$ cat src/rtl/regs_wr_arbiter_if.sv
// Write-port bundle between the two requesters, the arbiter and the register file.
// Optional statistics ports are present when REGS_WR_ARB_STATS_EN is defined.
interface regs_wr_arbiter_if #(
  parameter int unsigned n = 8
);
  localparam int unsigned AW = 3;

  logic          v0;
  logic [AW-1:0] a0;
  logic [n-1:0]  d0;
  logic          rdy0;
  logic          v1;
  logic [AW-1:0] a1;
  logic [n-1:0]  d1;
  logic          rdy1;
  logic          write;
  logic [AW-1:0] Waddr;
  logic [n-1:0]  Wdata;
  logic [AW-1:0] Raddr1;
  logic [AW-1:0] Raddr2;
  logic          hazard1;
  logic          hazard2;
`ifdef REGS_WR_ARB_STATS_EN
  logic [15:0]   gcnt0;
  logic [15:0]   gcnt1;

  modport slave (
    input  v0, a0, d0, v1, a1, d1, Raddr1, Raddr2,
    output rdy0, rdy1, write, Waddr, Wdata, hazard1, hazard2, gcnt0, gcnt1
  );
  modport master (
    output v0, a0, d0, v1, a1, d1, Raddr1, Raddr2,
    input  rdy0, rdy1, write, Waddr, Wdata, hazard1, hazard2, gcnt0, gcnt1
  );
`else
  modport slave (
    input  v0, a0, d0, v1, a1, d1, Raddr1, Raddr2,
    output rdy0, rdy1, write, Waddr, Wdata, hazard1, hazard2
  );
  modport master (
    output v0, a0, d0, v1, a1, d1, Raddr1, Raddr2,
    input  rdy0, rdy1, write, Waddr, Wdata, hazard1, hazard2
  );
`endif
endinterface

$ cat src/rtl/regs_wr_arbiter.sv
// Round-robin arbiter sharing the register file write port between the core
// (requester 0) and the I/O loader (requester 1), with a one-cycle registered
// write stage and read-after-write hazard flags.
// Optional grant counters: define REGS_WR_ARB_STATS_EN.
module regs_wr_arbiter #(
  parameter int unsigned n       = 8,
  parameter bit          RR_INIT = 1'b0
) (
  input  logic              clk,
  input  logic              reset,
  regs_wr_arbiter_if.slave  bus
);
  localparam int unsigned AW = 3;
  localparam int unsigned CW = 16;

  logic          prio_q, prio_d;
  logic          gnt0_c, gnt1_c;
  logic          write_q, write_d;
  logic [AW-1:0] waddr_q, waddr_d;
  logic [n-1:0]  wdata_q, wdata_d;

  // Priority pointer register: 0 favours the core, 1 favours the loader.
  always_ff @(posedge clk) begin
    if (reset) prio_q <= RR_INIT;
    else       prio_q <= prio_d;
  end

  // Pointer only moves after a contended grant.
  always_comb begin
    prio_d = prio_q;
    if (bus.v0 && bus.v1) prio_d = ~prio_q;
  end

  // Grant decode; nothing is accepted while reset is asserted.
  always_comb begin
    gnt0_c = 1'b0;
    gnt1_c = 1'b0;
    if (!reset) begin
      if (bus.v0 && bus.v1) begin
        gnt0_c = ~prio_q;
        gnt1_c = prio_q;
      end else begin
        gnt0_c = bus.v0;
        gnt1_c = bus.v1;
      end
    end
  end

  // Next write: register 0 is hardwired, so its grant consumes the slot without writing.
  always_comb begin
    write_d = 1'b0;
    waddr_d = waddr_q;
    wdata_d = wdata_q;
    if (gnt0_c) begin
      write_d = (bus.a0 != '0);
      waddr_d = bus.a0;
      wdata_d = bus.d0;
    end else if (gnt1_c) begin
      write_d = (bus.a1 != '0);
      waddr_d = bus.a1;
      wdata_d = bus.d1;
    end
  end

  // Registered write stage; reset drops any write already in flight.
  always_ff @(posedge clk) begin
    if (reset) begin
      write_q <= 1'b0;
      waddr_q <= '0;
      wdata_q <= '0;
    end else begin
      write_q <= write_d;
      waddr_q <= waddr_d;
      wdata_q <= wdata_d;
    end
  end

  assign bus.rdy0    = gnt0_c;
  assign bus.rdy1    = gnt1_c;
  assign bus.write   = write_q;
  assign bus.Waddr   = waddr_q;
  assign bus.Wdata   = wdata_q;
  assign bus.hazard1 = write_q && (waddr_q == bus.Raddr1) && (waddr_q != '0);
  assign bus.hazard2 = write_q && (waddr_q == bus.Raddr2) && (waddr_q != '0);

`ifdef REGS_WR_ARB_STATS_EN
  logic [CW-1:0] cnt0_q, cnt0_d;
  logic [CW-1:0] cnt1_q, cnt1_d;

  // Saturating per-requester accepted-transfer counts.
  always_comb begin
    cnt0_d = cnt0_q;
    cnt1_d = cnt1_q;
    if (gnt0_c && (cnt0_q != {CW{1'b1}})) cnt0_d = cnt0_q + CW'(1);
    if (gnt1_c && (cnt1_q != {CW{1'b1}})) cnt1_d = cnt1_q + CW'(1);
  end

  // Counter registers.
  always_ff @(posedge clk) begin
    if (reset) begin
      cnt0_q <= '0;
      cnt1_q <= '0;
    end else begin
      cnt0_q <= cnt0_d;
      cnt1_q <= cnt1_d;
    end
  end

  assign bus.gcnt0 = cnt0_q;
  assign bus.gcnt1 = cnt1_q;
`endif
endmodule

$ cat src/flat_wrapper.sv
// flat-port wrapper written by rule: the top's interface ports become plain ports
module regs_wr_arbiter_flat 
#(
  parameter int unsigned n       = 8,
  parameter bit          RR_INIT = 1'b0
)
  (clk, reset, bus_v0, bus_a0, bus_d0, bus_v1, bus_a1, bus_d1, bus_Raddr1, bus_Raddr2, bus_rdy0, bus_rdy1, bus_write, bus_Waddr, bus_Wdata, bus_hazard1, bus_hazard2);
  regs_wr_arbiter_if #(.n(n)) bus_i ();
  input  logic clk;
  input  logic reset;
  input wire logic [$bits(bus_i.v0)-1:0] bus_v0;
  input wire logic [$bits(bus_i.a0)-1:0] bus_a0;
  input wire logic [$bits(bus_i.d0)-1:0] bus_d0;
  input wire logic [$bits(bus_i.v1)-1:0] bus_v1;
  input wire logic [$bits(bus_i.a1)-1:0] bus_a1;
  input wire logic [$bits(bus_i.d1)-1:0] bus_d1;
  input wire logic [$bits(bus_i.Raddr1)-1:0] bus_Raddr1;
  input wire logic [$bits(bus_i.Raddr2)-1:0] bus_Raddr2;
  output wire logic [$bits(bus_i.rdy0)-1:0] bus_rdy0;
  output wire logic [$bits(bus_i.rdy1)-1:0] bus_rdy1;
  output wire logic [$bits(bus_i.write)-1:0] bus_write;
  output wire logic [$bits(bus_i.Waddr)-1:0] bus_Waddr;
  output wire logic [$bits(bus_i.Wdata)-1:0] bus_Wdata;
  output wire logic [$bits(bus_i.hazard1)-1:0] bus_hazard1;
  output wire logic [$bits(bus_i.hazard2)-1:0] bus_hazard2;
  assign bus_i.v0 = bus_v0;
  assign bus_i.a0 = bus_a0;
  assign bus_i.d0 = bus_d0;
  assign bus_i.v1 = bus_v1;
  assign bus_i.a1 = bus_a1;
  assign bus_i.d1 = bus_d1;
  assign bus_i.Raddr1 = bus_Raddr1;
  assign bus_i.Raddr2 = bus_Raddr2;
  assign bus_rdy0 = bus_i.rdy0;
  assign bus_rdy1 = bus_i.rdy1;
  assign bus_write = bus_i.write;
  assign bus_Waddr = bus_i.Waddr;
  assign bus_Wdata = bus_i.Wdata;
  assign bus_hazard1 = bus_i.hazard1;
  assign bus_hazard2 = bus_i.hazard2;
  regs_wr_arbiter #(.n(n), .RR_INIT(RR_INIT)) u_core (.clk(clk), .reset(reset), .bus(bus_i));
endmodule
$ cat config.mk
export PLATFORM = sky130hd
export DESIGN_NAME = regs_wr_arbiter_flat
export DESIGN_NICKNAME = d
export VERILOG_FILES = /design/src/rtl/regs_wr_arbiter_if.sv /design/src/rtl/regs_wr_arbiter.sv /design/src/flat_wrapper.sv
export SDC_FILE = /design/constraint.sdc
export NUM_CORES = 1
export LEC_CHECK = 0
export BUFFER_PORTS_ARGS = -buffer_cell sky130_fd_sc_hd__buf_4
export CAP_MARGIN = 20
export CORE_MARGIN = 2
export CORE_UTILIZATION = 41
export CTS_CLUSTER_DIAMETER = 30
export DETAILED_ROUTE_END_ITERATION = 8
export GPL_TIMING_DRIVEN = 0
export MAX_ROUTING_LAYER = met4
export PLACE_DENSITY = 0.83
export SYNTH_ARGS = -nofsm -noshare
export SYNTH_HDL_FRONTEND = slang
export SYNTH_SLANG_ARGS = --single-unit
$ cat constraint.sdc
create_clock -name clk -period 1.6 [get_ports clk]
set_input_delay 0.08 -clock clk [delete_from_list [all_inputs] [get_ports clk]]
set_output_delay 0.08 -clock clk [all_outputs]
set_load 0.05 [all_outputs]
==> results.md, run 1 <==
- Outcome: finished, violations left
- Failing checks: setup timing
- DRT Wirelength: 2200 µm
- Die area: 2200 µm²
- Dpl cell area: between 1000 and 1500 µm²
- Worst min path class: input port to flop
- H-tree Lvls: 1
- Worst Setup Slack, final: -0.0908 ns
- Clock Tree Buf Depth: 2
- Clock buffers created by TritonCTS: 3
- Final setup vio count: 2
- Antenna fix cells: 0
- RSZ-0062 raised after global routing: yes
- Sink Count: 13
- Worst Setup Start Kind: flop
- Final Max Slew Viols: 0
- Util after Layout: 71.9%
- Root Buffer: clkbuf_4
- # Max-Cap Violations: 0
- Die X: 46.9 µm
- Drt drc: 0
- Synthesized instance count: 82
- Clk_lat worst skew: roughly 0.28 ns
- Initial DRC count: 6
- FF-to-FF End: u_core.bus.Waddr[2]
- FF+latch area: about 270 µm²
- Initial Util: 43.7%
- Worst EP required: between 1.5 and 2 ns
- Final ANT Viol Nets: 0
- Seq/Total Area, Yosys: 34.5%
- Fin crit share: 106%
- Critical Path Sink: bus_hazard2
- Number of global-route vias before repair: 773
- WS Path Type: flop to primary output
- Core Region: 1730 µm²
- Worst-Margin Slew: 0.436 ns
- First-pass GRT wire length: 3270 µm
- Post-layout minimum cycle time: approximately 1.7 ns
- Multi-input gate area: 423 µm²
- Largest net degree at the start of global routing: 11
- #FFs+latches synth: 13
- # IOs: 48
- Final Hold Fails: 0
- Max Clk Rate: roughly 0.6 GHz
- FP Rows: 15
- Worst-path clk slew: 0.08 ns
- Power Density: 762 nW/µm²
- Area Growth Syn to Fin: 64.5%
- Placement Setup Slack: around 0.07 ns
- Fin nets: around 170
- Mapped Area: 754 µm²
- FF-to-FF setup slack: 0.29 ns
- Worst vdd ir: 0.505 mV
- Hold_buf cts: 0
- Synth Area per Inst: 9.20 µm²
- Max_slew headroom: 70.2%
- CTS tree: built
- Share of layout cells above drive strength 1: 49.3%
- Dpl hpwl: 1660 µm
- Crit. End Element: primary output
- Grt ovf: 0
- TNS Setup: -0.166 ns
- Initial antenna violation count: 0
- Post-synthesis net count: about 110
- Design Area, Final: ~1200 µm²
- Buffers on Ports: 47
- Syn. warnings: 0
- DR vias: roughly 860
- Gr usage total: a little over a fifth
- Worst r2r src: u_core.prio_q
- Max Fanout on Critical Path: 4
- First drt pass iteration count: 4
- Final Wtd Congestion: 0.798
- # fillers: 157
- Die Height: 46.9 µm
- Post-DR wirelength/cell: around 13 µm
- Setup Skew: 0.00666 ns
- Arrival time worst endpoint: 1.61 ns
- Post-synthesis cell type count: 21
- R2R depth: 4
- Crit. Startpoint: u_core.bus.Waddr[2]
- Vias per std cell: 5.26
- P_leak: 0.564 nW
[critical path, cell delays in order (launching register included)]
cell,delay [ns]
dfxtp_4,0.36
or3b_1,0.37
a211o_1,0.30
a21oi_4,0.14
buf_8,0.15
[repair_timing]
item,in CTS,in global routing
setup buffers,3,3
resized for setup,4,1
endpoints found under the setup margin,2,2
hold endpoints to repair,0,0
pin swaps,3,2
[through the flow]
stage | instances | total power [mW] | hold slack [ns]
2_1_floorplan | 82 | 0.593 | 0.220
3_3_place_gp | 154 | 0.723 | 0.305
3_5_place_dp | 154 | 0.730 | 0.312
4_1_cts | 160 | 0.940 | 0.0192
5_1_grt | 163 | 0.999 | 0.000770
6_report | 163 | 0.946 | 0.0211
[cell usage after synthesis]
| master | instances | area, µm² |
|---|---|---|
| nor2b_1 | 2 | 12.5 |
| nor2_1 | 2 | 7.51 |
| dfxtp_1 | 13 | 260 |
| a21oi_2 | 2 | 17.5 |
| xnor2_1 | 4 | 35.0 |
| a2111oi_0 | 13 | 114 |
| a221o_2 | 1 | 11.3 |
| nor3_1 | 2 | 10.0 |
| a221o_1 | 10 | 100 |
| nand2_1 | 5 | 18.8 |
| and2_4 | 1 | 8.76 |
| a211o_1 | 2 | 17.5 |
| nor3b_1 | 1 | 7.51 |
| nand2_2 | 1 | 6.26 |
| nand3_1 | 2 | 10.0 |
| or3b_1 | 2 | 17.5 |
| xor2_1 | 1 | 8.76 |
| clkbuf_2 | 1 | 5.00 |
| buf_6 | 3 | 33.8 |
| clkbuf_1 | 3 | 11.3 |
| inv_1 | 11 | 41.3 |
[cells by family (layout without fill, tap and decap cells)]
kind of cell	after synthesis	after routing	synth area share, %
AOI/OAI and AO/OA	28	28	34.5
and+or+nand+nor	18	18	13.1
buffers and inverters	18	74	12.1
DFF	13	13	34.5
xor gates and xnor gates	5	5	5.80
[layer usage]
| metal | global-route usage (%) | up-vias | wire length [µm] |
|---|---|---|---|
| met1 | 23.0 | 394 | 872 |
| met3 | 5.00 | 4 | 143 |
| met5 | - | - | 0 |
| li1 | - | 428 | - |
| met4 | 10.0 | 0 | 19 |
| met2 | 37.5 | 32 | 1160 |
[flip-flops by register name, indices dropped and copies added, names as in the netlist]
name,count
u_core.bus.write,1
u_core.prio_q,1
u_core.bus.Waddr,3
u_core.bus.Wdata,8
[cell usage in the layout, fill, tap and decap left out]
cell type	count
dfxtp_1	10
nand2_1	5
buf_6	3
a2111oi_0	13
xnor2_1	4
clkbuf_2	1
inv_1	11
a221o_2	1
dfxtp_4	3
or3b_1	2
nand3_1	2
nand2_2	1
nor3_1	2
buf_4	51
a221o_1	10
and2_4	1
buf_8	1
clkbuf_4	3
nor3b_2	1
xor2_1	1
nor2_1	2
a21oi_4	2
nor2b_1	2
a211o_1	2
clkbuf_1	4
[final cells by class]
cell class,count,share of cell area (%)
multi-input combinational,51,34.1
timing repair buffer,53,33.0
sequential,13,21.9
inverter,11,3.33
buffer,6,3.13
tap,25,2.52
clock buffer,4,2.12
[report_power, final]
part           switching (mW)  internal, mW  leakage [nW]
registers              0.0212         0.353         0.110
clock network           0.111        0.0968        0.0150
logic                   0.205         0.160         0.439
total                   0.337         0.609         0.564
[worst min-delay path by stage]
stage                                endpoint      start  cells past startpoint  slack, ns
after CTS                 u_core.bus.Wdata[5]  bus_d0[5]                      2       0.02
after floorplan           u_core.bus.Waddr[0]  bus_a0[0]                      1       0.22
after global routing      u_core.bus.Wdata[3]  bus_d0[3]                      2     0.0008
after detailed placement  u_core.bus.Wdata[4]  bus_d0[4]                      2       0.31
after global placement    u_core.bus.Wdata[7]  bus_d0[7]                      2       0.30
final                     u_core.bus.Wdata[4]  bus_d0[4]                      2       0.02
Note: power is estimated with default switching activity, not from simulation.
==> run 2, diff against run 1 <==
--- a/config.mk
+++ b/config.mk
@@ -13,7 +13,7 @@
 export DETAILED_ROUTE_END_ITERATION = 8
 export GPL_TIMING_DRIVEN = 0
 export MAX_ROUTING_LAYER = met4
-export PLACE_DENSITY = 0.83
+export PLACE_DENSITY = 0.78
 export SYNTH_ARGS = -nofsm -noshare
 export SYNTH_HDL_FRONTEND = slang
 export SYNTH_SLANG_ARGS = --single-unit
==> run 2 against run 1 <==
  * Via count increased by 3.0%
  * Flip-flop and latch count unchanged
  * Worst setup slack improved by 0.019 ns
  * The run still ends with setup timing left
  * Largest cell class unchanged
  * Non-clock buffer count unchanged
  * Total power increased by 2.0%
  * Utilization increased by 1.3 points
  * Clock skew decreased by 0.0055 ns
==> results.md, run 2 (synthesis gave the netlist of run 1 again) <==
- Final ANT Viol Nets: 0
- RSZ-0062 raised after global routing: yes
- Post-layout minimum cycle time: 1.67 ns
- Design Area, Final: 1260 µm²
- Placed cells: about 150
- Die area: around 2200 µm²
- First drt pass iteration count: 4
- Buffers on Ports: 47
- Crit. End Element: primary output
- Initial Util: 43.7%
- Fin nets: between 150 and 200
- H-tree Lvls: 1
- Cell Chain, Critical Path: or3b_1 -> a211o_1 -> a21oi_4 -> buf_6
- Clock Tree Buf Depth: 2
- Root Buffer: clkbuf_4
- Hold_buf cts: 0
- Clock buffers created by TritonCTS: 3
- CTS tree: built
- Drt drc: 0
- Final Max Slew Viols: 0
- # IOs: between 40 and 50
- Clk_lat worst skew: 0.29 ns
- Failing checks: setup timing
- Fin crit share: 104%
- Largest net degree at the start of global routing: 11
- Initial DRC count: 11
- Setup Skew: 0.00112 ns
- # Max-Cap Violations: 0
- Power Density: 764 nW/µm²
- First-pass GRT wire length: 3190 µm
- Placement Setup Slack: 0.0756 ns
- Outcome: finished, violations left
- Worst-path clk slew: 0.08 ns
- Worst Setup Start Kind: flop
- Number of global-route vias before repair: 800
- Worst Setup Slack, final: -0.0714 ns
- Die Height: 46.9 µm
- Final Wtd Congestion: slightly above 0.8
- Arrival time worst endpoint: 1.59 ns
- Die X: roughly 47 µm
- Worst-Margin Slew: 0.486 ns
- Worst vdd ir: 0.501 mV
- P_leak: 0.572 nW
- Finished Layout Cells: about 160
- Highest-delay cell along the critical path: dfxtp_4
- FP Rows: 15
- Dpl cell area: about 1200 µm²
- Grt ovf: 0
- Max reg flops: 8
- Most frequent cells in the layout: buf_4 (48), a2111oi_0 (13), inv_1 (11), a221o_1 (10), dfxtp_1 (10)
- Area Growth Syn to Fin: 67.5%
- DRT Wirelength: 2190 µm
- Gr usage total: 21.3%
- Post-DR wirelength/cell: 13.5 µm
- Sink Count: 13
- Share of layout cells above drive strength 1: 51.4%
- Max_slew headroom: 66.8%
- Vias per std cell: 5.42
- Core Region: 1730 µm²
- DR vias: 884
- Max Fanout on Critical Path: 3
- Commonest non-fill, non-tap cell in the layout: buf_4
- Initial antenna violation count: 0
- Final Hold Fails: 0
- Max Clk Rate: 0.598 GHz
- CP max stage delay: 0.36 ns
- WS Path Type: flop to primary output
- Dpl hpwl: 1620 µm
- Worst min path class: input port to flop
- Worst EP required: roughly 1.5 ns
- Antenna fix cells: 0
- Final setup vio count: 2
==> run 2: routing by layer <==
layer | GRT usage [%] | vias up | part of all wire [%]
met1 | 22.2 | 412 | 41
met5 | - | - | 0
li1 | - | 432 | -
met4 | 10.0 | 0 | 2.0
met3 | 3.85 | 6 | 7.2
met2 | 38.1 | 34 | 50
==> run 2: final cells by class <==
type	instances	area, µm²
Timing Repair Buffer	53	417
Inverter	11	41.3
Buffer	6	38.8
Multi-Input combinational cell	51	438
Clock buffer	4	26.3
Tap cell	25	31.3
Sequential cell	13	272
Fill cell	135	463
==> run 2: timing repair <==
action,in CTS,in global routing
setup endpoints to repair,2,2
cloned,0,0
pin swaps,6,5
buffers inserted,6,0
gates resized for setup,4,6
==> run 2: where the power goes <==
part	internal [mW]	leakage, nW	switching [mW]	total, mW
clock network	0.0971	0.0150	0.121	0.218
logic	0.166	0.447	0.210	0.377
registers	0.353	0.110	0.0182	0.371
total	0.616	0.572	0.349	0.965
==> run 2: per-stage QoR <==
stage | total power, mW | utilization, % | TNS (ns) | hold slack [ns]
after floorplan | 0.593 | - | 0 | 0.220
after global placement | 0.723 | 67.5 | 0 | 0.305
after detailed placement | 0.729 | 67.5 | 0 | 0.310
after CTS | 0.955 | 71.7 | -0.246 | 0.00870
after global routing | 0.998 | 73.2 | -0.191 | 0.0176
final | 0.965 | 73.2 | -0.133 | 0.00886
==> run 2: path summary, 6_finish.rpt <==
check        depth (start not counted)  slack (ns)           startpoint             endpoint
min reg2reg                          1        0.50  u_core.bus.Wdata[0]  u_core.bus.Wdata[0]
max                                  4       -0.07  u_core.bus.Waddr[2]          bus_hazard1
min                                  2       0.009            bus_d0[2]  u_core.bus.Wdata[2]
max reg2reg                          4        0.23        u_core.prio_q  u_core.bus.Wdata[1]
==> run 2: worst max-delay path: cells and delay by family (launching register included) <==
kind | cells | cell delay [ns]
compound gates | 2 | 0.43
flops | 1 | 0.36
simple gates | 1 | 0.35
buf+inv | 1 | 0.17
==> run 3, diff against run 2 <==
--- a/config.mk
+++ b/config.mk
@@ -13,7 +13,7 @@
 export DETAILED_ROUTE_END_ITERATION = 8
 export GPL_TIMING_DRIVEN = 0
 export MAX_ROUTING_LAYER = met4
-export PLACE_DENSITY = 0.78
+export PLACE_DENSITY = 0.85
 export SYNTH_ARGS = -nofsm -noshare
 export SYNTH_HDL_FRONTEND = slang
 export SYNTH_SLANG_ARGS = --single-unit
==> run 3 against run 2 <==
  * The run still ends with setup timing left
  * Sequential share of layout area up 0.73 points
  * Cell area fell by 3.3%
  * Cell count fell by 1.2%
  * Utilization shrank 2.4 points
  * Combinational power is 5.6% lower
  * First-iteration DRC count is 36% higher
  * Highest routed layer unchanged
==> results.md, run 3 (synthesis gave the netlist of run 1 again) <==
- Max Clk Rate: 0.599 GHz
- CTS tree: built
- Dpl hpwl: 1670 µm
- Initial DRC count: 15
- H-tree Lvls: 1
- Worst min path class: input port to flop
- DRT Wirelength: 2120 µm
- Clk_lat worst skew: 0.28 ns
- Worst Setup Start Kind: flop
- Max_slew headroom: between 60% and 70%
- TNS Setup: -0.128 ns
- Die Height: 46.9 µm
- Number of global-route vias before repair: 800
- Area Growth Syn to Fin: 62.0%
- Most frequent cells in the layout: buf_4 (49), a2111oi_0 (13), inv_1 (11), a221o_1 (10), dfxtp_1 (10)
- Power Density: between 700 and 800 nW/µm²
- CP max stage delay: about 0.37 ns
- Highest-delay cell along the critical path: or3b_1
- Placed cells: 154
- Final Max Slew Viols: 0
- First drt pass iteration count: 4
- DR vias: 871
- Total chip power: 0.941 mW
- Root Buffer: clkbuf_4
- Crit. End Element: primary output
- Outcome: finished, violations left
- Worst-Margin Slew: 0.489 ns
- Grt ovf: 0
- Gr usage total: 22.0%
- Buffers on Ports: 47
- Fin nets: 169
- Hold slack final: about 0.022 ns
- Final Wtd Congestion: 0.808
- Finished Layout Cells: 161
- Initial Util: 43.7%
- Largest net degree at the start of global routing: 11
- Antenna fix cells: 0
- FP Rows: 15
- Failing checks: setup timing
- # IOs: 48
- Die area: 2200 µm²
- Max reg flops: 8
- Worst EP required: 1.52 ns
- Post-DR wirelength/cell: 13.2 µm
- Commonest non-fill, non-tap cell in the layout: buf_4
- Final ANT Viol Nets: 0
- Max Fanout on Critical Path: 4
- Clock buffers created by TritonCTS: 3
- Final Hold Fails: 0
- Post-layout minimum cycle time: between 1.5 and 2 ns
- First-pass GRT wire length: 3350 µm
- Vias per std cell: 5.41
- Arrival time worst endpoint: 1.59 ns
- RSZ-0062 raised after global routing: yes
- Cell Chain, Critical Path: or3b_1 -> a211o_1 -> a21oi_4 -> buf_6
- Share of layout cells above drive strength 1: 48.5%
- Fin crit share: 104%
- # Max-Cap Violations: 0
- Setup Skew: 0.00512 ns
- WS Path Type: flop to primary output
- Drt drc: 0
- Hold_buf cts: 0
- Clock Tree Buf Depth: 2
- Final setup vio count: 2
- Core Region: around 1700 µm²
- Worst-path clk slew: about 0.08 ns
- Worst vdd ir: 0.473 mV
- Worst Setup Slack, final: -0.0703 ns
- Util after Layout: about 71%
- P_leak: 0.552 nW
- Sink Count: 13
- Die X: 46.9 µm
- Initial antenna violation count: 0
==> run 3: metrics by stage <==
step / instance area [µm²] / worst slack (ns)
2_1_floorplan: 781 / 0.00959
3_3_place_gp: 1160 / 0.109
3_5_place_dp: 1160 / 0.0762
4_1_cts: 1210 / -0.135
5_1_grt: 1220 / -0.128
6_report: 1220 / -0.0703
==> run 3: worst paths after layout <==
check                           start  cells past startpoint  slack [ns]             endpoint
setup / recovery  u_core.bus.Waddr[2]                      4       -0.07          bus_hazard2
setup reg to reg        u_core.prio_q                      4        0.21  u_core.bus.Waddr[2]
hold reg to reg   u_core.bus.Wdata[6]                      1        0.50  u_core.bus.Wdata[6]
hold / removal              bus_d0[6]                      2        0.02  u_core.bus.Wdata[6]
==> run 3: final cells by class <==
| type | count | area [µm²] |
|---|---|---|
| plain buffers | 6 | 38.8 |
| clock buffers | 4 | 26.3 |
| fillers | 159 | 504 |
| inverters | 11 | 41.3 |
| multi-input cells | 51 | 423 |
| flip-flops and latches | 13 | 272 |
| well taps | 25 | 31.3 |
| repair buffers | 51 | 390 |
==> run 3: metal layers <==
| metal | vias to the layer above | part of all wire, % | global-route usage, % |
|---|---|---|---|
| met5 | - | 0 | - |
| met4 | 0 | 1.4 | 8.33 |
| met3 | 4 | 7.1 | 5.00 |
| met2 | 35 | 49 | 36.2 |
| met1 | 410 | 42 | 25.9 |
| li1 | 422 | - | - |
==> run 3: report_power, final <==
group / switching (mW) / internal, mW / total (mW)
Sequential: 0.0201 / 0.353 / 0.373
Combinational: 0.202 / 0.154 / 0.356
Clock: 0.116 / 0.0967 / 0.212
Total: 0.337 / 0.604 / 0.941
==> run 3: worst max-delay path: cells and delay by family (launching register included) <==
kind            cells  cell delay [ns]
compound gates      2             0.43
buf+inv             1             0.17
flops               1             0.36
simple gates        1             0.37
==> run 3: repair_timing <==
action,4_1_cts,5_1_grt
pin swaps,3,2
resized for setup,4,0
endpoints found under the hold margin,0,0
setup endpoints to repair,2,2
buffers inserted,3,1
